===== config.mk =====
export PLATFORM = sky130hd
export DESIGN_NAME = serial_add_ctrl
export DESIGN_NICKNAME = d
export VERILOG_FILES = /design/src/rtl/serial_add_ctrl_pkg.sv /design/src/rtl/serial_add_ctrl_fa_cell.sv /design/src/rtl/serial_add_ctrl_ha.sv /design/src/rtl/serial_add_ctrl.sv
export SDC_FILE = /design/constraint.sdc
export NUM_CORES = 1
export LEC_CHECK = 0
export CORE_MARGIN = 8
export CORE_UTILIZATION = 40
export CTS_CLUSTER_DIAMETER = 50
export CTS_CLUSTER_SIZE = 40
export DETAILED_ROUTE_END_ITERATION = 16
export PLACE_DENSITY = 0.75
export SETUP_SLACK_MARGIN = 0.05
export SKIP_CTS_REPAIR_TIMING = 1
export SLEW_MARGIN = 20
export SYNTH_ARGS = -nofsm -noshare
export SYNTH_HDL_FRONTEND = slang
export SYNTH_SLANG_ARGS = --single-unit
export TNS_END_PERCENT = 50

===== constraint.sdc =====
create_clock -name Clk -period 1.8 [get_ports Clk]
set_input_delay 0.54 -clock Clk [delete_from_list [all_inputs] [get_ports Clk]]
set_output_delay 0.54 -clock Clk [all_outputs]
set_load 0.02 [all_outputs]

===== src/rtl/serial_add_ctrl_pkg.sv =====
// Shared types and defaults for the bit-serial adder controller.
// State encodings are fixed so traces stay readable across revisions.
package serial_add_ctrl_pkg;

  localparam int WIDTH_DEF = 8;

  typedef enum logic [1:0] {
    IDLE = 2'b00,
    RUN  = 2'b01,
    DONE = 2'b10
  } state_t;

endpackage


===== src/rtl/serial_add_ctrl_fa_cell.sv =====
// Full-adder cell built from two half adders.
// Purely combinational; shared by every bit position over time.
module serial_add_ctrl_fa_cell (
  input  logic a,
  input  logic b,
  input  logic ci,
  output logic s,
  output logic co
);

  logic s0;
  logic c0;
  logic c1;

  serial_add_ctrl_ha u_ha0 (
    .a (a),
    .b (b),
    .s (s0),
    .c (c0)
  );

  serial_add_ctrl_ha u_ha1 (
    .a (s0),
    .b (ci),
    .s (s),
    .c (c1)
  );

  assign co = c0 | c1;

endmodule


===== src/rtl/serial_add_ctrl_ha.sv =====
// Half-adder primitive.
// Combinational sum and carry of two bits.
module serial_add_ctrl_ha (
  input  logic a,
  input  logic b,
  output logic s,
  output logic c
);

  assign s = a ^ b;
  assign c = a & b;

endmodule


===== src/rtl/serial_add_ctrl.sv =====
// Bit-serial adder: one full-adder cell walked over WIDTH cycles.
// Result and carry-out are published with a one-cycle Done pulse.
module serial_add_ctrl
  import serial_add_ctrl_pkg::*;
#(
  parameter int WIDTH = WIDTH_DEF
) (
  input  logic             Clk,
  input  logic             Rst_n,
  input  logic             Start,
  input  logic [WIDTH-1:0] A,
  input  logic [WIDTH-1:0] B,
  input  logic             Cin,
  output logic             Busy,
  output logic             Done,
  output logic [WIDTH-1:0] Sum,
  output logic             Cout
);

  localparam int CW = $clog2(WIDTH);
  localparam logic [CW-1:0] LAST = CW'(WIDTH - 1);

  state_t          state;
  state_t          nxt;
  logic [WIDTH-1:0] sa;
  logic [WIDTH-1:0] sb;
  logic [WIDTH-1:0] sr;
  logic             c;
  logic [CW-1:0]    cnt;
  logic             s;
  logic             co;
  logic [WIDTH-1:0] sr_nxt;

  serial_add_ctrl_fa_cell u_fa (
    .a  (sa[0]),
    .b  (sb[0]),
    .ci (c),
    .s  (s),
    .co (co)
  );

  assign sr_nxt = {s, sr[WIDTH-1:1]};
  assign Busy   = (state != IDLE);
  assign Done   = (state == DONE);

  always_ff @(posedge Clk or negedge Rst_n) begin
    if (!Rst_n) state <= IDLE;
    else        state <= nxt;
  end

  always_comb begin
    nxt = state;
    unique case (state)
      IDLE:    if (Start) nxt = RUN;
      RUN:     if (cnt == LAST) nxt = DONE;
      DONE:    nxt = IDLE;
      default: nxt = IDLE;
    endcase
  end

  always_ff @(posedge Clk or negedge Rst_n) begin
    if (!Rst_n) begin
      sa   <= '0;
      sb   <= '0;
      sr   <= '0;
      c    <= 1'b0;
      cnt  <= '0;
      Sum  <= '0;
      Cout <= 1'b0;
    end else begin
      unique case (state)
        IDLE: begin
          if (Start) begin
            sa  <= A;
            sb  <= B;
            c   <= Cin;
            cnt <= '0;
          end
        end
        RUN: begin
          sa  <= sa >> 1;
          sb  <= sb >> 1;
          sr  <= sr_nxt;
          c   <= co;
          cnt <= cnt + 1'b1;
          // Final bit: publish the result including this cycle's sum bit
          if (cnt == LAST) begin
            Sum  <= sr_nxt;
            Cout <= co;
          end
        end
        default: ;
      endcase
    end
  end

endmodule

==> flow_metrics.env <==
export IMPL_yosys_warnings=0
export IMPL_required_ns=1.26
export IMPL_drive_above_1_share_pct=21.9
export IMPL_grt_pass1_wl_um=6470
export IMPL_num_nets_final=177
export IMPL_max_slew_margin_rel_pct=77.9
export IMPL_min_to="Sum[7]"
export IMPL_ant_nets=0
export IMPL_cts_root_buf="clkbuf_8"
export IMPL_start_util_pct=40.6
export IMPL_synthArstFlopShare_pct=100
export IMPL_synth_ff_type="dfrtp_1"
export IMPL_ios=31
export IMPL_place_gp_congestion=0.751
export IMPL_postLayoutCellArea_mm2=0.00221
export IMPL_pwr_share_clk_pct=17.1
export IMPL_reg2reg_to="sr[6]"
export IMPL_power_mw=3.56
export IMPL_dp_hpwl_um=2570
export IMPL_power_density_mw_per_mm2=1610
export IMPL_setup_ws_ns=0.129
export IMPL_dp_slack_ns=-0.120
export IMPL_grt_overflow=0
export IMPL_finalSetupTns_ns=0
export IMPL_ys_seq_elements=38
export IMPL_dieArea_mm2=0.00665
export IMPL_cap_violations=0
export IMPL_fin_crit_ns=1.67
export IMPL_worstMarginPinSlew_ns=0.331
export IMPL_synthTopCellsByCount="38 x dfrtp_1, 16 x mux2_1, 14 x o221a_2, 14 x or4b_1, 5 x buf_2"
export IMPL_num_antenna_cells=0
export IMPL_status="completed"
export IMPL_r2r_start="state[1]"
export IMPL_wire_per_inst_um=17.8
export IMPL_fin_skew_ns=0.00469
export IMPL_avgViaCountPerCell=5.48
export IMPL_slew_violations=0
export IMPL_std_cell_rows=24
export IMPL_syn_num_nets=143
export IMPL_clk_pin_slew_ns=0.08
export IMPL_switching_power_mw=1.20
export IMPL_netlist_area_mm2=0.00172
export IMPL_min_delay_path_depth=1
export IMPL_die_h_um=81.5
export IMPL_grtUsageTotal_pct=12.8
export IMPL_setup_viol=0
export IMPL_cts_max_level=2
export IMPL_vias=1134
export IMPL_grt_max_degree=39
export IMPL_timing_hold_ws_ns=0.488
export IMPL_die_w_um=81.5
export IMPL_yosysMostFrequentCell="dfrtp_1"
export IMPL_cts_tree="done"
export IMPL_clockBufferDepth=2
export IMPL_place_area_mm2=0.00209
export IMPL_synth_top_area_share_pct=55.4
export IMPL_hold_viol=0
export IMPL_min_from="Sum[7]"
export IMPL_min_path_type="flip-flop to flip-flop"
export IMPL_finish_utilization_pct=52.2
export IMPL_post_synth_cell_area_avg_um2=14.3
export IMPL_crit_fanout=3
export IMPL_intPower_mw=2.36
export IMPL_p_sw_share_pct=33.8
export IMPL_p_leak_nw=1.03
export IMPL_p_comb_share_pct=40.7
export IMPL_clock_sinks=38
export IMPL_synth_area_leaders="dfrtp_1 55%, mux2_1 10%, o221a_2 9.2%"
export IMPL_antenna_found_initial=0
export IMPL_firstDrtPassIters=4
export IMPL_worstSetupStartpointType="flip-flop"
export IMPL_synth_cell_type_count=25
export IMPL_fmax_mhz=598
export IMPL_wl_um=3680
export IMPL_drt_iter0_markers=73
export IMPL_io_buffers=30
export IMPL_fin_cells=207
export IMPL_area_growth_pct=28.6
export IMPL_drc=0
export IMPL_dpl_cell_count=199
export IMPL_critPathKind="flip-flop to primary output"
export IMPL_fin_crit_sh_pct=92.9
export IMPL_yosys_area_top_type="dfrtp_1"
export IMPL_seq_area_frac_synth_pct=55.4
export IMPL_synthCells=120
export IMPL_synth_edf_count=0
export IMPL_crit_arrival_ns=1.13
export IMPL_regToRegSetupSlack_ns=0.19
export IMPL_seq_power_share_pct=42.2
export IMPL_ff2ff_path_depth=4
export IMPL_irDropWorstVdd_mv=0.883
export IMPL_end_kind="primary output"
export IMPL_cts_buffers=5
export IMPL_core_area_mm2=0.00423
export IMPL_rsz0062_at_grt="false"
export IMPL_grt_pass1_vias=1281
export IMPL_clk_latency_ns=0.29
## worst max-delay path by stage
stage,startpoint,end,slack (ns),depth (start not counted)
CTS,state[1],Busy,-0.27,2
finish,state[1],Busy,0.13,2
global placement,Start,sa[1],-0.11,4
detailed placement,Start,sa[1],-0.12,4
floorplan,state[1],Done,0.22,2
global route,state[1],Busy,0.08,2
## final cells by class
| class | instances | area (um2) |
|---|---|---|
| Fill cell | 356 | 2030 |
| Sequential cell | 38 | 951 |
| Multi-Input combinational cell | 69 | 697 |
| Timing Repair Buffer | 38 | 393 |
| Clock buffer | 6 | 82.6 |
| Tap cell | 52 | 65.1 |
| Clock inverter | 2 | 12.5 |
| Inverter | 2 | 7.51 |
## layer usage
metal / track usage, % / up-vias / wire [um]
met5: 0 / - / 0
met4: 3.21 / 0 / 29
met3: 5.47 / 5 / 232
met2: 21.3 / 27 / 1830
met1: 14.7 / 572 / 1580
li1: - / 530 / -
## cells by family after synthesis
| group | share of synthesized area, % |
|---|---|
| AOI/OAI and AO/OA | 13.0 |
| adders and majority gates | 2.62 |
| buffers and inverters | 4.08 |
| DFF | 55.4 |
| muxes | 11.1 |
| and+or+nand+nor | 13.9 |
## power by group through the flow
| stage | sequential, mW | clock, mW | combinational (mW) |
|---|---|---|---|
| after detailed placement | 1.52 | 0 | 1.50 |
| after global routing | 1.57 | 0.679 | 1.60 |
| after global placement | 1.49 | 0 | 1.41 |
| after CTS | 1.51 | 0.627 | 1.51 |
| final | 1.50 | 0.611 | 1.45 |
| after floorplan | 1.57 | 0 | 0.911 |
## flip-flops by register name (all words and copies together), names as in the netlist
register	cells
Cout	1
sb	8
sr	7
cnt	3
state	2
Sum	8
c	1
sa	8
## cell usage in the layout, fill, tap and decap left out, drive strengths merged, types with 2 or more instances in the layout
cell type | netlist | routed
dfrtp | 38 | 38
clkdlybuf4s50 | 0 | 19
mux2 | 16 | 16
or4b | 14 | 14
o221a | 14 | 14
dlymetal6s2s | 0 | 10
buf | 7 | 8
clkbuf | 4 | 7
nand2b | 3 | 3
nor3b | 3 | 3
a22o | 2 | 2
nor4bb | 2 | 2
a211o | 2 | 2
inv | 2 | 2
ha | 2 | 2
nor2b | 2 | 2
## critical path, cell delays in order (launching register included)
cell      delay, ns
dfrtp_1        0.40
or2_2          0.29
clkbuf_2       0.16
(Power assumes the default switching activity.)
==> RTL edit (same flow settings) <==
Change the package constant `WIDTH_DEF` from 8 to 4.
--- a/src/rtl/serial_add_ctrl_pkg.sv
+++ b/src/rtl/serial_add_ctrl_pkg.sv
@@ -2,7 +2,7 @@
 // State encodings are fixed so traces stay readable across revisions.
 package serial_add_ctrl_pkg;
 
-  localparam int WIDTH_DEF = 8;
+  localparam int WIDTH_DEF = 4;
 
   typedef enum logic [1:0] {
     IDLE = 2'b00,
Interface: changed (resized A, B and Sum); port bits go from 31 to 19. The function was not compared with the original's and may differ.
==> RTL edit against the unedited design <==
Final area down 43%. Sequential share of layout area shrank 1.3 points. Synthesized area down 43%. Via count decreased by 38%. Non-clock buffer count decreased by 12. Register-to-register slack better by 0.29 ns. Clock skew is 0.0039 ns lower. Maximum frequency down 0.68%. Setup slack lost 0.011 ns. Wire length is 44% lower. Sequential cell count decreased by 17. Power is 37% lower. Critical path type unchanged.
==> RTL edit: results (changes against the unedited design) <==
.. list-table::
   :header-rows: 1

   * - Metric
     - Value
   * - Placed Cells
     - 126 (was 199)
   * - Hpwl dp
     - 1557 µm (was 2573 µm)
   * - Number of buffers inserted by port buffering
     - 18 (was 30)
   * - Met3 Track Usage GR
     - 3.741% (was 5.470%)
   * - Fin Clk Skew
     - 0.0008359 ns (was 0.004687 ns)
   * - Drt initial violations
     - 37 (was 73)
   * - Worst R2R End
     - Sum[3] (was sr[6])
   * - Post-synthesis cell count
     - 74 (was 120)
   * - Post-Syn Nets
     - 88 (was 143)
   * - P_int
     - 1.423 mW (was 2.358 mW)
   * - Maximum number of pins on one net before global-route repair
     - 22 (was 39)
   * - Leakage
     - 0.6155 nW (was 1.035 nW)
   * - Num CTS Buffers
     - 3 (was 5)
   * - Root buffer cell
     - sky130_fd_sc_hd__clkbuf_4 (was sky130_fd_sc_hd__clkbuf_8)
   * - Fraction of the mapped netlist area in adder cells
     - 3.346% (was 2.622%)
   * - Status
     - completed (unchanged)
   * - Post-synthesis compound-gate area fraction
     - 14.41% (was 12.96%)
   * - Seq/Total Area, Yosys
     - 54.05% (was 55.35%)
   * - Post-layout min period
     - 1.683 ns (was 1.671 ns)
   * - Via/cell ratio
     - 5.377 (was 5.478)
   * - Worst slack, placed
     - -0.01098 ns (was -0.1204 ns)
   * - Fraction of layout cells with a size suffix above 1
     - 25.00% (was 21.94%)
   * - Top cells by count, synth
     - sky130_fd_sc_hd__dfrtp_1, sky130_fd_sc_hd__nor2_1, sky130_fd_sc_hd__mux2_4, sky130_fd_sc_hd__o32ai_1 (was sky130_fd_sc_hd__dfrtp_1, sky130_fd_sc_hd__mux2_1, sky130_fd_sc_hd__o221a_2, sky130_fd_sc_hd__or4b_1, sky130_fd_sc_hd__buf_2)
   * - VDD IR max
     - 0.0009015 V (was 0.0008835 V)
   * - Number of cells on the worst reg-to-reg path
     - 2 (was 4)
[RTL edit: critical path, cell delays in order (launching register included)]
cell and delay, ns:
sky130_fd_sc_hd__dfrtp_2 0.46, sky130_fd_sc_hd__nor2_4 0.13, sky130_fd_sc_hd__inv_1 0.05, sky130_fd_sc_hd__dlymetal6s2s_1 0.20
[RTL edit: worst min path at each step]
stage                        end  slack [ns]  depth (start not counted)
after floorplan             Cout        0.24                          0
after CTS                  sb[3]        0.51                          1
after global routing        Cout        0.54                          1
after global placement    cnt[1]        0.48                          1
final                      sb[3]        0.51                          1
after detailed placement   sb[3]        0.49                          1
[RTL edit: power by group through the flow]
stage               clock [mW]  combinational (mW)  sequential (mW)
floorplan                    0               0.778            0.907
global placement             0                1.13            0.857
detailed placement           0                1.18            0.876
CTS                      0.234                1.18            0.866
global route             0.251                1.27            0.906
finish                   0.224                1.16            0.873
[RTL edit: kinds of logic (layout without fill, tap and decap cells)]
logic type,after synthesis,in the layout
DFF,21,21
AOI/OAI and AO/OA,19,19
and+or+nand+nor,16,16
muxes,8,8
buffers and inverters,8,34
adders and majority gates,2,2
[RTL edit: cell type report]
class	instances	area, µm²	share of cell area, %
Clock buffer	4	26.28	2.083
Inverter	4	15.01	1.190
Multi-Input combinational cell	45	397.9	31.55
Sequential cell	21	526.8	41.77
Tap cell	30	37.54	2.976
Timing Repair Buffer	26	257.7	20.44
[RTL edit: through the flow]
stage	TNS [ns]	power (mW)	instance area [µm²]	util, %
floorplan	0	1.685	972.2	-
global route	0	2.428	1261	52.83
finish	0	2.261	1261	52.83
CTS	-0.7790	2.282	1235	51.73
detailed placement	-0.01098	2.053	1209	50.63
global placement	0	1.987	1209	50.63
